==> config.mk <==
export PLATFORM = sky130hd
export DESIGN_NAME = pong_motion_ctrl
export DESIGN_NICKNAME = d
export VERILOG_FILES = /design/src/rtl/pong_pkg.sv /design/src/rtl/pong_bar_ctrl.sv /design/src/rtl/pong_motion_ctrl.sv
export SDC_FILE = /design/constraint.sdc
export NUM_CORES = 1
export LEC_CHECK = 0
export ABC_CLOCK_PERIOD_IN_PS = 5400
export CORE_UTILIZATION = 45
export CTS_BUF_LIST = sky130_fd_sc_hd__clkbuf_4
export DETAILED_ROUTE_END_ITERATION = 6
export PLACE_DENSITY = 0.66
export SETUP_SLACK_MARGIN = 0.3
export SYNTH_ARGS = -nofsm -noshare
export SYNTH_HDL_FRONTEND = slang
export SYNTH_HIERARCHICAL = 1
export SYNTH_SLANG_ARGS = --single-unit
==> constraint.sdc <==
create_clock -name clk -period 5.4 [get_ports clk]
set_clock_uncertainty 0.2 [all_clocks]
set_input_delay 1.08 -clock clk [delete_from_list [all_inputs] [get_ports clk]]
set_output_delay 1.08 -clock clk [all_outputs]
set_load 0.02 [all_outputs]
==> src/rtl/pong_pkg.sv <==
// pong_pkg
//   Shared screen geometry and object constants for the pong design. The
//   motion controller and the pixel generator both import this package, so
//   every object size and start position comes from one place.
//   Also holds the single-bit motion direction type used by the ball logic.
package pong_pkg;

  localparam logic [9:0] MAX_X       = 10'd640;
  localparam logic [9:0] MAX_Y       = 10'd480;
  localparam logic [9:0] WALL_X_R    = 10'd35;
  localparam logic [9:0] BAR_X_L     = 10'd600;
  localparam logic [9:0] BAR_X_R     = 10'd603;
  localparam logic [9:0] BAR_Y_SIZE  = 10'd72;
  localparam logic [9:0] BAR_Y_INIT  = 10'd204;
  localparam logic [9:0] BALL_SIZE   = 10'd8;
  localparam logic [9:0] BALL_X_INIT = 10'd550;
  localparam logic [9:0] BALL_Y_INIT = 10'd240;

  typedef enum logic {
    DIR_POS = 1'b0,
    DIR_NEG = 1'b1
  } dir_t;

endpackage

==> src/rtl/pong_bar_ctrl.sv <==
// pong_bar_ctrl
//   Holds the bar's top row and moves it by BAR_V once per frame tick,
//   clamping at the top and bottom of the visible area.
// Ports
//   clk       in   system clock
//   rst       in   synchronous active-high reset (bar returns to BAR_Y_INIT)
//   refr_tick in   one-clk frame pulse; the only cycle the bar may move
//   btn       in   btn[1]=up, btn[0]=down; 00/11 hold
//   bar_y_t   out  registered bar top row
module pong_bar_ctrl
  import pong_pkg::*;
#(
  parameter logic [9:0] BAR_V = 10'd4
) (
  input  logic       clk,
  input  logic       rst,
  input  logic       refr_tick,
  input  logic [1:0] btn,
  output logic [9:0] bar_y_t
);

  logic [9:0] bar_next;

  // Guards are checked before the add/subtract so the 10-bit value never wraps.
  always_comb begin
    bar_next = bar_y_t;
    case (btn)
      2'b10: bar_next = (bar_y_t >= BAR_V) ? bar_y_t - BAR_V : 10'd0;
      2'b01: bar_next = (bar_y_t + BAR_Y_SIZE + BAR_V <= MAX_Y) ?
                        bar_y_t + BAR_V : MAX_Y - BAR_Y_SIZE;
      default: bar_next = bar_y_t;
    endcase
  end

  always_ff @(posedge clk) begin
    if (rst) begin
      bar_y_t <= BAR_Y_INIT;
    end else if (refr_tick) begin
      bar_y_t <= bar_next;
    end
  end

endmodule

==> src/rtl/pong_motion_ctrl.sv <==
// pong_motion_ctrl
//   Frame-rate motion controller: on every refr_tick it moves the bar from the
//   buttons and moves the ball, reflecting it off the left wall, the top and
//   bottom edges and the bar. A ball that passes the right edge restarts.
// Ports
//   clk       in   system clock (only clock)
//   rst       in   synchronous active-high reset, wins over refr_tick
//   refr_tick in   one-clk frame pulse from vga_sync
//   btn       in   btn[1]=up, btn[0]=down
//   bar_y_t   out  bar top row (bar spans bar_y_t..bar_y_t+71)
//   ball_x_l  out  ball left column (ball is 8x8)
//   ball_y_t  out  ball top row
//   hit       out  one-clk pulse when the ball reflects off the bar
//   miss      out  one-clk pulse when the ball leaves the right edge
module pong_motion_ctrl
  import pong_pkg::*;
#(
  parameter logic [9:0] BAR_V  = 10'd4,
  parameter logic [9:0] BALL_V = 10'd2
) (
  input  logic       clk,
  input  logic       rst,
  input  logic       refr_tick,
  input  logic [1:0] btn,
  output logic [9:0] bar_y_t,
  output logic [9:0] ball_x_l,
  output logic [9:0] ball_y_t,
  output logic       hit,
  output logic       miss
);

  dir_t       dir_x, dir_y;
  dir_t       dir_x_next, dir_y_next;
  logic [9:0] x_next, y_next;
  logic [9:0] ball_x_r, ball_y_b;
  logic       hit_next, miss_next;

  pong_bar_ctrl #(.BAR_V(BAR_V)) u_bar (
    .clk       (clk),
    .rst       (rst),
    .refr_tick (refr_tick),
    .btn       (btn),
    .bar_y_t   (bar_y_t)
  );

  // All tests look at the current ball position and the pre-update bar, so a
  // corner can flip both axes and the bar's own move this tick is not seen.
  always_comb begin
    ball_x_r   = ball_x_l + (BALL_SIZE - 10'd1);
    ball_y_b   = ball_y_t + (BALL_SIZE - 10'd1);
    dir_x_next = dir_x;
    dir_y_next = dir_y;
    hit_next   = 1'b0;
    miss_next  = 1'b0;
    x_next     = ball_x_l;
    y_next     = ball_y_t;

    if (ball_y_t <= BALL_V) begin
      dir_y_next = DIR_POS;
    end else if (ball_y_t + BALL_SIZE + BALL_V >= MAX_Y) begin
      dir_y_next = DIR_NEG;
    end

    if (ball_x_l <= WALL_X_R + BALL_V) begin
      dir_x_next = DIR_POS;
    end

    if (ball_x_r >= BAR_X_L && ball_x_r <= BAR_X_R &&
        ball_y_b >= bar_y_t && ball_y_t <= bar_y_t + BAR_Y_SIZE - 10'd1 &&
        dir_x == DIR_POS) begin
      dir_x_next = DIR_NEG;
      hit_next   = 1'b1;
    end

    // A miss restarts the ball heading back toward the wall instead of moving.
    if (ball_x_r >= MAX_X - 10'd1) begin
      dir_x_next = DIR_NEG;
      dir_y_next = DIR_POS;
      x_next     = BALL_X_INIT;
      y_next     = BALL_Y_INIT;
      miss_next  = 1'b1;
    end else begin
      x_next = (dir_x_next == DIR_POS) ? ball_x_l + BALL_V : ball_x_l - BALL_V;
      y_next = (dir_y_next == DIR_POS) ? ball_y_t + BALL_V : ball_y_t - BALL_V;
    end
  end

  always_ff @(posedge clk) begin
    if (rst) begin
      ball_x_l <= BALL_X_INIT;
      ball_y_t <= BALL_Y_INIT;
      dir_x    <= DIR_POS;
      dir_y    <= DIR_POS;
      hit      <= 1'b0;
      miss     <= 1'b0;
    end else begin
      hit  <= refr_tick & hit_next;
      miss <= refr_tick & miss_next;
      if (refr_tick) begin
        ball_x_l <= x_next;
        ball_y_t <= y_next;
        dir_x    <= dir_x_next;
        dir_y    <= dir_y_next;
      end
    end
  end

endmodule
==> impl_metrics.tcl <==
set metrics [dict create \
    final_min_period_ns 4.796 \
    outcome "complete, no violations" \
    hpwlAfterDp_mm 6.441 \
    synthDistinctLibCells 70 \
    drt.antenna.violating_nets 0 \
    switching_share_pct 42.39 \
    slew_headroom_pct 41.57 \
    grt_antenna_before_repair 0 \
    clockPowerShare_pct 18.3 \
    slew_violations 0 \
    place.gp.congestion 0.8648 \
    detailedRoute.firstPassIterationCount 5 \
    place_worst_setup_slack_ns 0.2235 \
    port_buffer_cells 32 \
    setup.worst_path.class "flop to flop" \
    grt-ovfl-total 0 \
    pwr-share-seq_pct 35.4 \
    vias_in_the_first_global_route 2799 \
    initial_core_util_pct 46.85 \
    critical_path.endpoint_type "flop" \
    cts_hold_repair.buffers 0 \
    final.setup.tns_ns 0 \
    proportion_of_synthesized_chip_area_in_sequential_cells_pct 18.76 \
    critPathArrivalTime_ns 4.82 \
    cts_resizes 2 \
    multiInputGateArea_um2 2387 \
    detailroute.via_count 3179 \
    drc 0 \
    total_of_max_cap_violations 0 \
    ys_dominant_reg_cell "sky130_fd_sc_hd__dfxtp_1" \
    dieWidth_um 86.34 \
    share_comb_of_total_power_pct 46.3 \
    vdd.ir_drop.worst_mv 0.1035 \
    synth-edff-count 0 \
    register_cell_area_after_layout_um2 605.6 \
    synth.top_cells.by_area "sky130_fd_sc_hd__dfxtp_1, sky130_fd_sc_hd__ha_1, sky130_fd_sc_hd__xnor2_1, sky130_fd_sc_hd__nand2_1, sky130_fd_sc_hd__a21oi_1" \
    power_switching_w 0.0003336 \
    synth_area_leader_cell "sky130_fd_sc_hd__dfxtp_1" \
    grt_max_degree 26 \
    design.core.area_um2 6832 \
    critPathMaxFanout 10 \
    synth_top_area_share_pct 18.76 \
    crit_path_max_incr_delay_ns 0.49 \
    clock_latency_ns 0.34 \
    cts.repair_timing.setup_buffer_count 0 \
    synth_async_sr_flop_share_pct 0 \
    cts_made_buffers 5 \
    diodes 0 \
    cts_tree "done" \
    power.density_cell_area_nw_per_um2 212.6 \
    rsz0062_at_grt "no" \
    crit_slowest_cell "sky130_fd_sc_hd__or4_1" \
    timing.final.ws_setup_ns 0.6038 \
    timing_worst_slew_pin_value_ns 0.8737 \
    hold_path.class "flop to flop" \
    grt_pass1_wl_mm 14.21 \
    internal_power_w 0.0004534 \
    layout_worst_path_cycle_share_pct 88.82 \
    total_i_o_pin_count 37 \
    finalSetupViolations 0 \
    crit_path_cell_trace "inv_1, ha_1, or4_1, xnor2_1, ha_1, a2111oi_2, nor4_2, a21o_1, nand2_1, inv_1, fa_1, a21o_1, a21oi_1, o21ai_0, o41ai_2, a211o_1, a21oi_1, nand3b_1" \
    drt_first_iter_violations 237 \
    htree_levels 2 \
    clock_path_buffers 2 \
    required_arrival_time_at_the_worst_endpoint_ns 5.42 \
    ys_seq_elements 30 \
    worst_path_dominant_cell_family "compound AO/OA/AOI/OAI gates" \
    dieArea_um2 7454 \
    final_net_count 489 \
    cts-root-buf "sky130_fd_sc_hd__clkbuf_4" \
    layout-drive-gt1-share_pct 8.705 \
    cp_num_buf_inv 2 \
    clock_sink_total 30 \
    kind_of_launch_point_of_the_worst_setup_path "flop" \
    totalPowerFinal_w 0.0007870 \
    post_synth_instance_area_um2 3201 \
    fill_cell_count 715 \
    synth-warning-count 6 \
    syn-mean-instance-area_um2 7.675 \
    dieHeight_um 86.34 \
    final_hold_viol_count 0 \
    area_growth_syn_to_layout_pct 15.64 \
    syn-instance-count 417 \
    static-leakage-power_nw 1.487 \
    fmax_ghz 0.2085 \
    drt-vias-per-instance 5.844 \
    finalWirelength_mm 8.923 \
    grt_util_all_layers_pct 24.35 \
    drt-wirelength-per-cell_um 16.40 \
    cts.reportedPaths.clkPinSlew_ns 0.11 \
    row_count 30 \
]
## metrics by stage
stage / utilization [%] / cells / cell area [um^2] / hold slack, ns
floorplan: - / 419 / 3208 / 0.2662
global placement: 52.84 / 536 / 3610 / 0.2967
detailed placement: 52.84 / 536 / 3610 / 0.3135
CTS: 53.66 / 544 / 3666 / 0.3309
global route: 54.18 / 544 / 3701 / 0.3678
finish: 54.18 / 544 / 3701 / 0.3393
## area by class of cell
type / count / share of cell area [%]
Multi-Input combinational cell: 333 / 64.50
Sequential cell: 30 / 16.36
Timing Repair Buffer: 44 / 11.09
Inverter: 33 / 3.347
Tap cell: 96 / 3.245
Clock buffer: 6 / 1.217
Clock inverter: 2 / 0.2366
## state kept, by name, summed over array words and instances (netlist names)
| signal | cells |
|---|---|
| ball_x_l | 9 |
| ball_y_t | 9 |
| u_bar/bar_y_t | 8 |
| dir_x | 1 |
| dir_y | 1 |
| hit | 1 |
| miss | 1 |
## power groups by stage
stage	sequential [W]	clock (W)	combinational, W
after floorplan	0.000295	0	0.000240
after global placement	0.000281	0	0.000351
after detailed placement	0.000282	0	0.000355
after CTS	0.000277	0.000144	0.000358
after global routing	0.000282	0.000156	0.000403
final	0.000278	0.000144	0.000365
## routing by layer
| metal | GRT usage [%] | wire, um | vias up |
|---|---|---|---|
| li1 | - | - | 1562 |
| met1 | 35.67 | 4386 | 1500 |
| met2 | 37.45 | 3952 | 102 |
| met3 | 2.952 | 455 | 15 |
| met4 | 6.818 | 128 | 0 |
| met5 | 0 | 0 | - |
## tightest hold or removal path, cell delays in order (launching register included)
cell and delay, ns:
sky130_fd_sc_hd__dfxtp_1 0.37, sky130_fd_sc_hd__nand2_1 0.08, sky130_fd_sc_hd__a21oi_1 0.05
## cells in the final DEF (no fill, tap or decap), types with 3 or more instances in the layout
master	synthesis	final
sky130_fd_sc_hd__a21oi_1	25	25
sky130_fd_sc_hd__nand3_1	19	19
sky130_fd_sc_hd__xnor2_1	31	31
sky130_fd_sc_hd__clkbuf_4	0	6
sky130_fd_sc_hd__dfxtp_1	30	26
sky130_fd_sc_hd__a2111o_1	3	3
sky130_fd_sc_hd__a21o_1	4	4
sky130_fd_sc_hd__clkdlybuf4s50_1	0	32
sky130_fd_sc_hd__nor2_1	26	26
sky130_fd_sc_hd__a31oi_1	7	7
sky130_fd_sc_hd__nand4_1	6	6
sky130_fd_sc_hd__xor2_1	7	7
sky130_fd_sc_hd__nand2b_1	4	4
sky130_fd_sc_hd__conb_1	2	4
sky130_fd_sc_hd__nand3b_1	3	3
sky130_fd_sc_hd__nor3b_1	4	4
sky130_fd_sc_hd__nor2b_1	5	5
sky130_fd_sc_hd__a2111oi_2	1	3
sky130_fd_sc_hd__mux2i_1	5	5
sky130_fd_sc_hd__a221o_1	3	3
sky130_fd_sc_hd__o21ai_1	5	5
sky130_fd_sc_hd__o32ai_1	3	3
sky130_fd_sc_hd__o21ai_0	17	17
sky130_fd_sc_hd__nand2_1	36	36
sky130_fd_sc_hd__and3_1	5	5
sky130_fd_sc_hd__o31ai_1	3	3
sky130_fd_sc_hd__buf_4	8	12
sky130_fd_sc_hd__a211oi_1	5	5
sky130_fd_sc_hd__ha_1	36	36
sky130_fd_sc_hd__o211ai_1	4	4
sky130_fd_sc_hd__nor3_1	15	14
sky130_fd_sc_hd__inv_1	32	32
sky130_fd_sc_hd__dfxtp_2	0	4
sky130_fd_sc_hd__nor4_1	4	3
## Yosys cell counts, drive strengths merged, types with 2 or more instances
| cell | n |
|---|---|
| a2111o | 3 |
| conb | 2 |
| o211ai | 5 |
| ha | 36 |
| o41ai | 2 |
| and2 | 3 |
| nand2 | 37 |
| and3 | 5 |
| nor3b | 4 |
| nor3 | 15 |
| or3 | 2 |
| clkbuf | 11 |
| o22a | 2 |
| a211o | 2 |
| nor4 | 5 |
| a2111oi | 4 |
| a211oi | 5 |
| nand3b | 3 |
| buf | 12 |
| and4 | 2 |
| nand2b | 4 |
| o21ai | 23 |
| xnor2 | 31 |
| a31oi | 7 |
| nor2b | 5 |
| or4b | 2 |
| xor2 | 7 |
| dfxtp | 30 |
| nand3 | 19 |
| a221o | 3 |
| a21o | 4 |
| a21oi | 25 |
| nor2 | 27 |
| o31ai | 4 |
| o32ai | 4 |
| inv | 32 |
| nand4 | 6 |
| mux2i | 5 |
| or4 | 2 |
## final timing paths
check                                 start          end  depth (start not counted)  slack (ns)
worst max-delay path            ball_y_t[1]  ball_x_l[9]                         18        0.60
worst max register to register  ball_y_t[1]  ball_x_l[9]                         18        0.60
worst min-delay path            ball_x_l[7]  ball_x_l[7]                          2        0.34
worst min register to register  ball_x_l[7]  ball_x_l[7]                          2        0.34
## logic make-up after synthesis
logic type	count (synthesis)	share of synthesized area [%]
AND/OR/NAND/NOR	145	23.73
buffers and inverters	56	7.897
multiplexers	5	1.564
AO/OA/AOI/OAI	104	22.71
other	2	0.2346
adder cells (fa/ha/maj)	37	14.70
flip-flops	30	18.76
XOR/XNOR	38	10.40
Power figures use the tool's default switching activity.
